===== config.mk =====
export PLATFORM = sky130hd
export DESIGN_NAME = imem_fetch_ctrl_flat
export DESIGN_NICKNAME = d
export VERILOG_FILES = /design/src/rtl/imem_fetch_ctrl_if.sv /design/src/rtl/imem_fetch_ctrl.sv /design/src/flat_wrapper.sv
export SDC_FILE = /design/constraint.sdc
export NUM_CORES = 1
export LEC_CHECK = 0
export CAP_MARGIN = 15
export CORE_UTILIZATION = 45
export CTS_CLUSTER_SIZE = 25
export DETAILED_ROUTE_END_ITERATION = 6
export PLACE_DENSITY_LB_ADDON = 0.1
export SYNTH_ARGS = -nofsm -noshare
export SYNTH_HDL_FRONTEND = slang
export SYNTH_SLANG_ARGS = --single-unit

===== constraint.sdc =====
create_clock -name clk -period 2.55 [get_ports clk]
set_input_delay 0.51 -clock clk [delete_from_list [all_inputs] [get_ports clk]]
set_output_delay 0.51 -clock clk [all_outputs]
set_load 0.005 [all_outputs]

===== src/rtl/imem_fetch_ctrl_if.sv =====
// imem_fetch_ctrl_if: memory, redirect and decode-side handshake signals of the fetch controller
interface imem_fetch_ctrl_if;
  logic        fetch_en;
  logic        redirect_valid;
  logic [31:0] redirect_pc;
  logic [31:0] imem_addr;
  logic [31:0] imem_rdata;
  logic        out_valid;
  logic        out_ready;
  logic [31:0] out_instr;
  logic [31:0] out_pc;
  logic        fault;
  modport master (
    input  fetch_en, redirect_valid, redirect_pc, imem_rdata, out_ready,
    output imem_addr, out_valid, out_instr, out_pc, fault
  );
  modport slave (
    output fetch_en, redirect_valid, redirect_pc, imem_rdata, out_ready,
    input  imem_addr, out_valid, out_instr, out_pc, fault
  );
endinterface


===== src/rtl/imem_fetch_ctrl.sv =====
// imem_fetch_ctrl: fetch PC sequencer with redirect/halt and a small instruction queue toward decode
module imem_fetch_ctrl #(
  parameter logic [31:0] RESET_PC   = 32'h0000_0000,
  parameter int          DEPTH      = 2,
  parameter int          IMEM_WORDS = 1024
) (
  input  logic               clk,
  input  logic               rst_n,
  imem_fetch_ctrl_if.master  bus
);
  localparam int AW = $clog2(DEPTH);
  localparam int CW = AW + 1;
  typedef enum logic [1:0] {BOOT, RUN, HALT} state_t;
  state_t          state;
  logic [31:0]     fpc;
  logic [CW-1:0]   count;
  logic [AW-1:0]   wptr, rptr;
  logic            flt;
  logic [31:0]     q_instr [DEPTH];
  logic [31:0]     q_pc    [DEPTH];
  logic [31:0]     tgt;
  logic            pop, push, room, fpc_ok, tgt_ok;
  function automatic logic in_range(input logic [31:0] a);
    return (a >> 2) < 32'(IMEM_WORDS);
  endfunction
  assign tgt           = bus.redirect_pc & ~32'h3;
  assign fpc_ok        = in_range(fpc);
  assign tgt_ok        = in_range(tgt);
  assign bus.out_valid = (count != '0) & ~bus.redirect_valid;
  assign pop           = bus.out_valid & bus.out_ready;
  assign room          = (count < CW'(DEPTH)) | pop;
  assign push          = (state == RUN) & bus.fetch_en & ~bus.redirect_valid & fpc_ok & room;
  assign bus.imem_addr = fpc;
  assign bus.out_instr = q_instr[rptr];
  assign bus.out_pc    = q_pc[rptr];
  assign bus.fault     = flt;
  always_ff @(posedge clk or negedge rst_n) begin
    if (!rst_n) begin
      state <= BOOT;
      fpc   <= RESET_PC;
      count <= '0;
      wptr  <= '0;
      rptr  <= '0;
      flt   <= 1'b0;
      for (int i = 0; i < DEPTH; i++) begin
        q_instr[i] <= '0;
        q_pc[i]    <= '0;
      end
    end else if (bus.redirect_valid) begin
      fpc   <= tgt;
      count <= '0;
      wptr  <= '0;
      rptr  <= '0;
      state <= (state == HALT && !tgt_ok) ? HALT : RUN;
      flt   <= (state == HALT) ? ~tgt_ok : flt;
    end else begin
      if (state == BOOT) begin
        state <= fpc_ok ? RUN : HALT;
        flt   <= ~fpc_ok;
      end else if (state == RUN && bus.fetch_en && room && !fpc_ok) begin
        state <= HALT;
        flt   <= 1'b1;
      end
      if (push) begin
        q_instr[wptr] <= bus.imem_rdata;
        q_pc[wptr]    <= fpc;
        wptr          <= wptr + AW'(1);
        fpc           <= fpc + 32'd4;
      end
      if (pop) rptr <= rptr + AW'(1);
      count <= count + CW'(push) - CW'(pop);
    end
  end
endmodule


===== src/flat_wrapper.sv =====
// flat-port wrapper written by rule: the top's interface ports become plain ports
module imem_fetch_ctrl_flat 
#(
  parameter logic [31:0] RESET_PC   = 32'h0000_0000,
  parameter int          DEPTH      = 2,
  parameter int          IMEM_WORDS = 1024
)
  (clk, rst_n, bus_fetch_en, bus_redirect_valid, bus_redirect_pc, bus_imem_rdata, bus_out_ready, bus_imem_addr, bus_out_valid, bus_out_instr, bus_out_pc, bus_fault);
  imem_fetch_ctrl_if bus_i ();
  input  logic clk;
  input  logic rst_n;
  input wire logic [$bits(bus_i.fetch_en)-1:0] bus_fetch_en;
  input wire logic [$bits(bus_i.redirect_valid)-1:0] bus_redirect_valid;
  input wire logic [$bits(bus_i.redirect_pc)-1:0] bus_redirect_pc;
  input wire logic [$bits(bus_i.imem_rdata)-1:0] bus_imem_rdata;
  input wire logic [$bits(bus_i.out_ready)-1:0] bus_out_ready;
  output wire logic [$bits(bus_i.imem_addr)-1:0] bus_imem_addr;
  output wire logic [$bits(bus_i.out_valid)-1:0] bus_out_valid;
  output wire logic [$bits(bus_i.out_instr)-1:0] bus_out_instr;
  output wire logic [$bits(bus_i.out_pc)-1:0] bus_out_pc;
  output wire logic [$bits(bus_i.fault)-1:0] bus_fault;
  assign bus_i.fetch_en = bus_fetch_en;
  assign bus_i.redirect_valid = bus_redirect_valid;
  assign bus_i.redirect_pc = bus_redirect_pc;
  assign bus_i.imem_rdata = bus_imem_rdata;
  assign bus_i.out_ready = bus_out_ready;
  assign bus_imem_addr = bus_i.imem_addr;
  assign bus_out_valid = bus_i.out_valid;
  assign bus_out_instr = bus_i.out_instr;
  assign bus_out_pc = bus_i.out_pc;
  assign bus_fault = bus_i.fault;
  imem_fetch_ctrl #(.RESET_PC(RESET_PC), .DEPTH(DEPTH), .IMEM_WORDS(IMEM_WORDS)) u_core (.clk(clk), .rst_n(rst_n), .bus(bus_i));
endmodule

==> results by group, run 1 <==
GRT
  – First-pass GRT wire length: 25.0 mm
  – Vias in the first global route: roughly 5100
  – Total global routing overflow: 0
  – Pin count of the biggest net entering global routing: 65
  – Initial antenna violation count: 0
  – GRT Total Usage: 0.200

Yosys
  – Asr flop ratio synth: 1.00
  – Post-Syn Instances: slightly above 500
  – Cell taking the most area after synthesis: dfrtp_1
  – Synth warn: 0
  – Synthesis-stage register bit count: ~160
  – Top FF cell, synth: dfrtp_1
  – Synth Area per Inst: about 14 um^2
  – Post-synth cell types: 37
  – Synth top area share: 0.576
  – Cell Area, Synth: approximately 0.007 mm^2
  – Post-synthesis sequential area ratio: 0.576
  – Synth cell count leaders: mux2_2 (164), dfrtp_1 (161), nor2b_1 (23)
  – Largest cells by area after synthesis: dfrtp_1 (58%), mux2_2 (26%), nor2b_1 (2.1%)
  – Post-synth EDFFs: 0
  – Most common cell in the netlist: mux2_2

Worst hold path
  – Hold WC Path Type: primary input to async pin

Die
  – Die width: roughly 130 um
  – Die footprint: 0.0160 mm^2
  – Core Region: between 0.015 and 0.02 mm^2
  – Starting Density: 0.460
  – FP Rows: 45
  – I/O pins: about 170
  – Die height: roughly 130 um

STA
  – Count of pins over their slew limit: 0
  – Final Hold Viols: 0
  – Worst-Margin Slew: approximately 600 ps
  – Fin Hold WS: approximately 96 ps
  – Final Skew: 7.52 ps
  – Setup violators final: 0
  – Final period utilization: 0.954
  – Min cycle time layout: 2430 ps
  – Fmax: between 400 and 500 MHz
  – Worst slew margin: 0.600
  – RSZ-0062 raised after global routing: no

Place
  – RePlAce Congestion: between 0.7 and 0.8
  – DP Area: ~0.009 mm^2
  – DP Wirelength: roughly 10 mm
  – IO buf count: 160

Cells and area
  – Final core occ: 0.626
  – Reg area: roughly 0.0040 mm^2
  – Layout cells sized above 1: 0.323
  – Fillers: 1200
  – Area Overhead vs Synth: 36.1%
  – Final Cell Area: ~0.0095 mm^2
  – Nets: between 700 and 800
  – Antenna cells: 0
  – Multi-input gate area: about 0.0028 mm^2

Clock tree
  – Worst-skew pair later-pin latency: roughly 410 ps
  – H-tree levels: 4
  – Post-CTS Resized: 1
  – Post-CTS setup buffers: 0
  – Clk sinks: ~160
  – Clock Root Buffer: clkbuf_16
  – Hold buffers post-CTS: 0
  – Clock-pin slew on the worst setup and hold paths: about 60 ps
  – Clk buf depth: 2
  – TritonCTS clock tree: done
  – Total CTS buffers: 17

Worst setup path
  – Cells along the critical path: buf_6 -> mux2_2 -> clkdlybuf4s50_1
  – Slowest CP cell: clkdlybuf4s50_1
  – Setup crit start kind: flip-flop
  – CP delay by family, top: buffers and inverters
  – Setup crit end kind: output pin
  – Kind of critical path: flip-flop to output pin
  – CP required: about 2000 ps
  – Slowest stage delay, CP: 490 ps
  – Worst Path Buf+Inv: 2
  – R2r setup slk: 280 ps
  – Worst Path Arrival: roughly 1900 ps
  – CP max FO: 25

Power and ir drop
  – Leakage power total: 0.00445 uW
  – Pwr per Cell Area: slightly above 600 mW/mm^2
  – Pwr Total: approximately 5900 uW
  – Worst vdd ir: about 0.00047 V

Detailed routing
  – Vias per std cell: approximately 5
  – Initial DRC Count: approximately 170
  – Via count: 4492
  – DRC: 0
  – DR pass1 iterations: 4
  – Routed WL: 14.8 mm
  – Wire per inst: approximately 17 um
  – Post-DRT Antenna Nets: 0

Run status
  – Run status: finished clean

Job
  – Max_cap viols: 0
## flip-flops by register name (all words and copies together) (netlist names)
name / flops
u_core.bus.imem_addr: 30
u_core.bus.fault: 1
u_core.wptr: 1
u_core.q_instr: 64
u_core.count: 2
u_core.q_pc: 60
u_core.rptr: 1
u_core.state: 2
## logic make-up (layout without fill, tap and decap cells)
group,count (synthesis),after routing,synth area share
flip-flops,161,161,0.576
other,1,4,0.000536
adder cells (fa/ha/maj),3,3,0.00537
AO/OA/AOI/OAI,18,18,0.0154
AND/OR/NAND/NOR,104,104,0.0862
XOR/XNOR,12,12,0.0150
buffers and inverters,37,213,0.0283
multiplexers,170,170,0.273
## worst paths after layout
path	from	endpoint	cells past startpoint
hold reg to reg	u_core.q_pc[15]	u_core.q_pc[15]	1
min in group clk	u_core.q_pc[15]	u_core.q_pc[15]	1
max in group asynchronous	rst_n	u_core.q_pc[61]	2
setup reg to reg	u_core.bus.imem_addr[30]	u_core.q_instr[49]	6
hold / removal	rst_n	u_core.q_pc[16]	1
setup / recovery	u_core.rptr	bus_out_pc[3]	3
## through the flow
stage,worst slack (ps),cells,TNS (ps)
floorplan,288,509,0
global placement,-42.4,842,-1670
detailed placement,-72.9,842,-2550
CTS,70.4,873,0
global route,41.2,873,0
finish,118,873,0
## routing by layer
| layer | GRT usage | routed length (um) | share of wire |
|---|---|---|---|
| met5 | 0 | 0 | 0 |
| met4 | 0.0616 | 191 | 0.013 |
| met3 | 0.0704 | 825 | 0.056 |
| met2 | 0.336 | 7420 | 0.50 |
| met1 | 0.242 | 6410 | 0.43 |
## cell type report
type	instances	share of cell area
multi-input cells	311	0.292
clock inverters	8	0.0156
well taps	188	0.0247
flip-flops and latches	161	0.423
repair buffers	179	0.190
clock buffers	23	0.0534
inverters	3	0.00118
## worst reg2reg max path: stages, from the launching register on
cell and delay (ps):
dfrtp_1 400, nor4_1 350, nand3_1 240, nor4_4 350, and2b_2 230, buf_12 220, mux2_2 380
## power breakdown
group	internal [uW]	switching, uW	total [uW]
logic	270	189	460
clock network	1790	968	2760
registers	2620	74.5	2690
total	4680	1230	5910
## placed cells by master, fill, tap and decap left out, types with 4 or more instances in the layout
| cell type | instances |
|---|---|
| and2_1 | 22 |
| buf_12 | 5 |
| buf_4 | 13 |
| bufinv_16 | 4 |
| clkbuf_16 | 17 |
| clkbuf_8 | 6 |
| clkdlybuf4s50_1 | 158 |
| conb_1 | 4 |
| dfrtp_1 | 160 |
| mux2_2 | 164 |
| nand2_1 | 17 |
| nand3_1 | 5 |
| nor2_1 | 6 |
| nor2b_1 | 23 |
| nor4_1 | 19 |
| o21ai_0 | 10 |
| xnor2_1 | 9 |
No activity file was read; power rests on OpenSTA's default activity.
==> run 2, diff against run 1 <==
Settings changed: GPL_ROUTABILITY_DRIVEN from default to 1.
==> results of run 2 <==
Same layout as run 1: the final DEF is identical, and so are final timing and power.
==> run 3, diff against run 2 <==
Settings changed: GPL_ROUTABILITY_DRIVEN 1 to default, RECOVER_POWER from default to 100, SKIP_CTS_REPAIR_TIMING from default to 1.
==> results by group, run 3 (synthesized netlist as in run 1, its figures left out) <==
Run status
  – Run status: complete, but fails checks (was finished clean)
  – Violated checks: capacitance limit, slew limit

Worst setup path
  – Worst Path Buf+Inv: 2 (unchanged)
  – R2r setup slk: 230 ps (was 280 ps)
  – R2R cell count: 6 (unchanged)
  – Worst R2R Start: u_core.bus.imem_addr[30] (unchanged)
  – RR Endpoint: u_core.q_instr[6] (was u_core.q_instr[49])
  – CP required: 2040 ps (about the same)
  – Setup crit end kind: output pin (unchanged)
  – CP Depth: 3 (unchanged)
  – Cells along the critical path: buf_6 -> mux2_2 -> clkdlybuf4s50_1 (unchanged)
  – CP endpoint: bus_out_pc[3] (unchanged)
  – CP max FO: 25 (unchanged)
  – Setup crit start kind: flip-flop (unchanged)
  – Worst Path Arrival: 1930 ps (was 1920 ps)
  – CP delay by family, top: buffers and inverters (unchanged)
  – Slowest stage delay, CP: 490 ps (about the same)
  – Kind of critical path: flip-flop to output pin (unchanged)
  – Slowest CP cell: clkdlybuf4s50_1 (unchanged)
  – Crit. Startpoint: u_core.rptr (unchanged)

Worst hold path
  – Hold WC Path Type: flip-flop to flip-flop (was primary input to async pin)

Cells and area
  – Antenna cells: 0 (unchanged)
  – Layout cells sized above 1: 0.309 (was 0.323)
  – Max reg flops: 64 (unchanged)
  – Reg area: 0.00403 mm^2 (unchanged)
  – Commonest non-fill, non-tap cell in the layout: mux2_2 (unchanged)
  – Area Overhead vs Synth: 35.5% (was 36.1%)
  – Biggest register: u_core.q_instr (unchanged)
  – Multi-input gate area: 0.00278 mm^2 (about the same)
  – Commonest non-fill, non-tap cells in the layout: mux2_2 (162), dfrtp_1 (160), clkdlybuf4s50_1 (126), dlygate4sd3_1 (32), nor2b_1 (23) (was mux2_2 (164), dfrtp_1 (160), clkdlybuf4s50_1 (158), nor2b_1 (23), and2_1 (22))
  – Final Cell Area: 0.00948 mm^2 (was 0.00952 mm^2)
  – Nets: 745 (unchanged)
  – Fillers: 1210 (was 1200)

Detailed routing
  – DRC: 0 (unchanged)
  – Wire per inst: 17.0 um (about the same)
  – Initial DRC Count: 158 (was 169)
  – Routed WL: 14.8 mm (about the same)
  – Via count: 4505 (was 4492)
  – DR pass1 iterations: 4 (unchanged)
  – Vias per std cell: 5.16 (was 5.15)
  – Post-DRT Antenna Nets: 0 (unchanged)

Die
  – I/O pins: 167 (unchanged)
  – Die width: 127 um (unchanged)
  – Die footprint: 0.0160 mm^2 (unchanged)
  – FP Rows: 45 (unchanged)
  – Starting Density: 0.460 (unchanged)
  – Core Region: 0.0152 mm^2 (unchanged)
  – Die height: 127 um (unchanged)

Clock tree
  – Worst-skew pair later-pin latency: 410 ps (about the same)
  – Clock-pin slew on the worst setup and hold paths: 60 ps (about the same)
  – Clk sinks: 161 (unchanged)
  – Total CTS buffers: 17 (unchanged)
  – Clock Root Buffer: clkbuf_16 (unchanged)
  – Clk buf depth: 2 (unchanged)
  – H-tree levels: 4 (unchanged)
  – TritonCTS clock tree: done (unchanged)

STA
  – Final Hold Viols: 0 (unchanged)
  – Final Skew: 8.95 ps (was 7.52 ps)
  – Final period utilization: 0.955 (was 0.954)
  – Setup Total Neg Slack: 0 ps (unchanged)
  – Min cycle time layout: 2440 ps (was 2430 ps)
  – Count of pins over their slew limit: 63 (was 0)
  – Setup violators final: 0 (unchanged)
  – RSZ-0062 raised after global routing: no (unchanged)
  – Worst slew margin: -0.0879 (was 0.600)
  – Fmax: 411 MHz (about the same)
  – Worst-Margin Slew: 1630 ps (was 600 ps)

Power and ir drop
  – Internal: 4660 uW (was 4680 uW)
  – Sw Pwr: 1230 uW (about the same)
  – Pwr Total: 5890 uW (was 5910 uW)
  – Logic gate share of total power: 0.074 (was 0.078)
  – Clock group share of total power: 0.468 (was 0.467)
  – Switching Share: 0.208 (about the same)
  – Worst vdd ir: 0.000469 V (was 0.000467 V)
  – Sequential fraction of design power: 0.457 (was 0.456)
  – Pwr per Cell Area: 622 mW/mm^2 (was 621 mW/mm^2)
  – Leakage power total: 0.00443 uW (was 0.00445 uW)

GRT
  – GRT Total Usage: 0.200 (unchanged)
  – Vias in the first global route: 5056 (unchanged)
  – Total global routing overflow: 0 (unchanged)
  – First-pass GRT wire length: 25.0 mm (unchanged)
  – Initial antenna violation count: 0 (unchanged)
  – Pin count of the biggest net entering global routing: 65 (unchanged)

Place
  – DP Area: 0.00886 mm^2 (unchanged)
  – IO buf count: 160 (unchanged)
  – RePlAce Congestion: 0.779 (unchanged)
  – DP Wirelength: 10.0 mm (unchanged)

Job
  – Max_cap viols: 1 (was 0)
==> run 3: cell count changes in the layout (fill, tap and decap cells not counted), moves of 2 or more <==
cell,before,now
mux2_1,3,5
buf_4,13,6
dlygate4sd3_1,0,32
mux2_2,164,162
clkbuf_1,0,6
clkbuf_2,0,3
and2_1,22,13
clkdlybuf4s50_1,158,126
and2_0,0,9
==> run 3: metal layers <==
layer	wire, um	up-vias	global-route usage
met5	0	-	0
met1	6410	2283	0.242
met3	851	12	0.0704
li1	-	2105	-
met4	184	0	0.0616
met2	7400	105	0.336
==> run 3: worst min path at each step <==
| stage | start | end | depth (start not counted) |
|---|---|---|---|
| floorplan | rst_n | u_core.bus.fault | 0 |
| global placement | u_core.q_pc[12] | u_core.q_pc[12] | 1 |
| detailed placement | u_core.q_pc[13] | u_core.q_pc[13] | 1 |
| CTS | rst_n | u_core.q_pc[16] | 1 |
| global route | u_core.q_pc[30] | u_core.q_pc[30] | 1 |
| finish | u_core.q_pc[15] | u_core.q_pc[15] | 1 |
==> run 3: final cells by class <==
type / instances / area share
Sequential cell: 161 / 0.425
Multi-Input combinational cell: 311 / 0.293
Timing Repair Buffer: 179 / 0.186
Clock buffer: 23 / 0.0536
Tap cell: 188 / 0.0248
Clock inverter: 8 / 0.0157
Inverter: 3 / 0.00119
==> run 3: per-stage QoR <==
stage | setup slack, ps | hold WS, ps | cells | util
after CTS | -15.4 | 101 | 873 | 0.626
after detailed placement | -72.9 | 465 | 842 | 0.583
after global placement | -42.4 | 463 | 842 | 0.583
after floorplan | 288 | 214 | 509 | -
final | 115 | 484 | 873 | 0.623
after global routing | 32.7 | 506 | 873 | 0.623
==> run 3: power by group through the flow <==
stage	clock network [uW]	logic [uW]	registers, uW
2_1_floorplan	0	151	2730
3_3_place_gp	0	451	2740
3_5_place_dp	0	466	2740
4_1_cts	2830	468	2690
5_1_grt	2940	483	2700
6_report	2760	438	2690
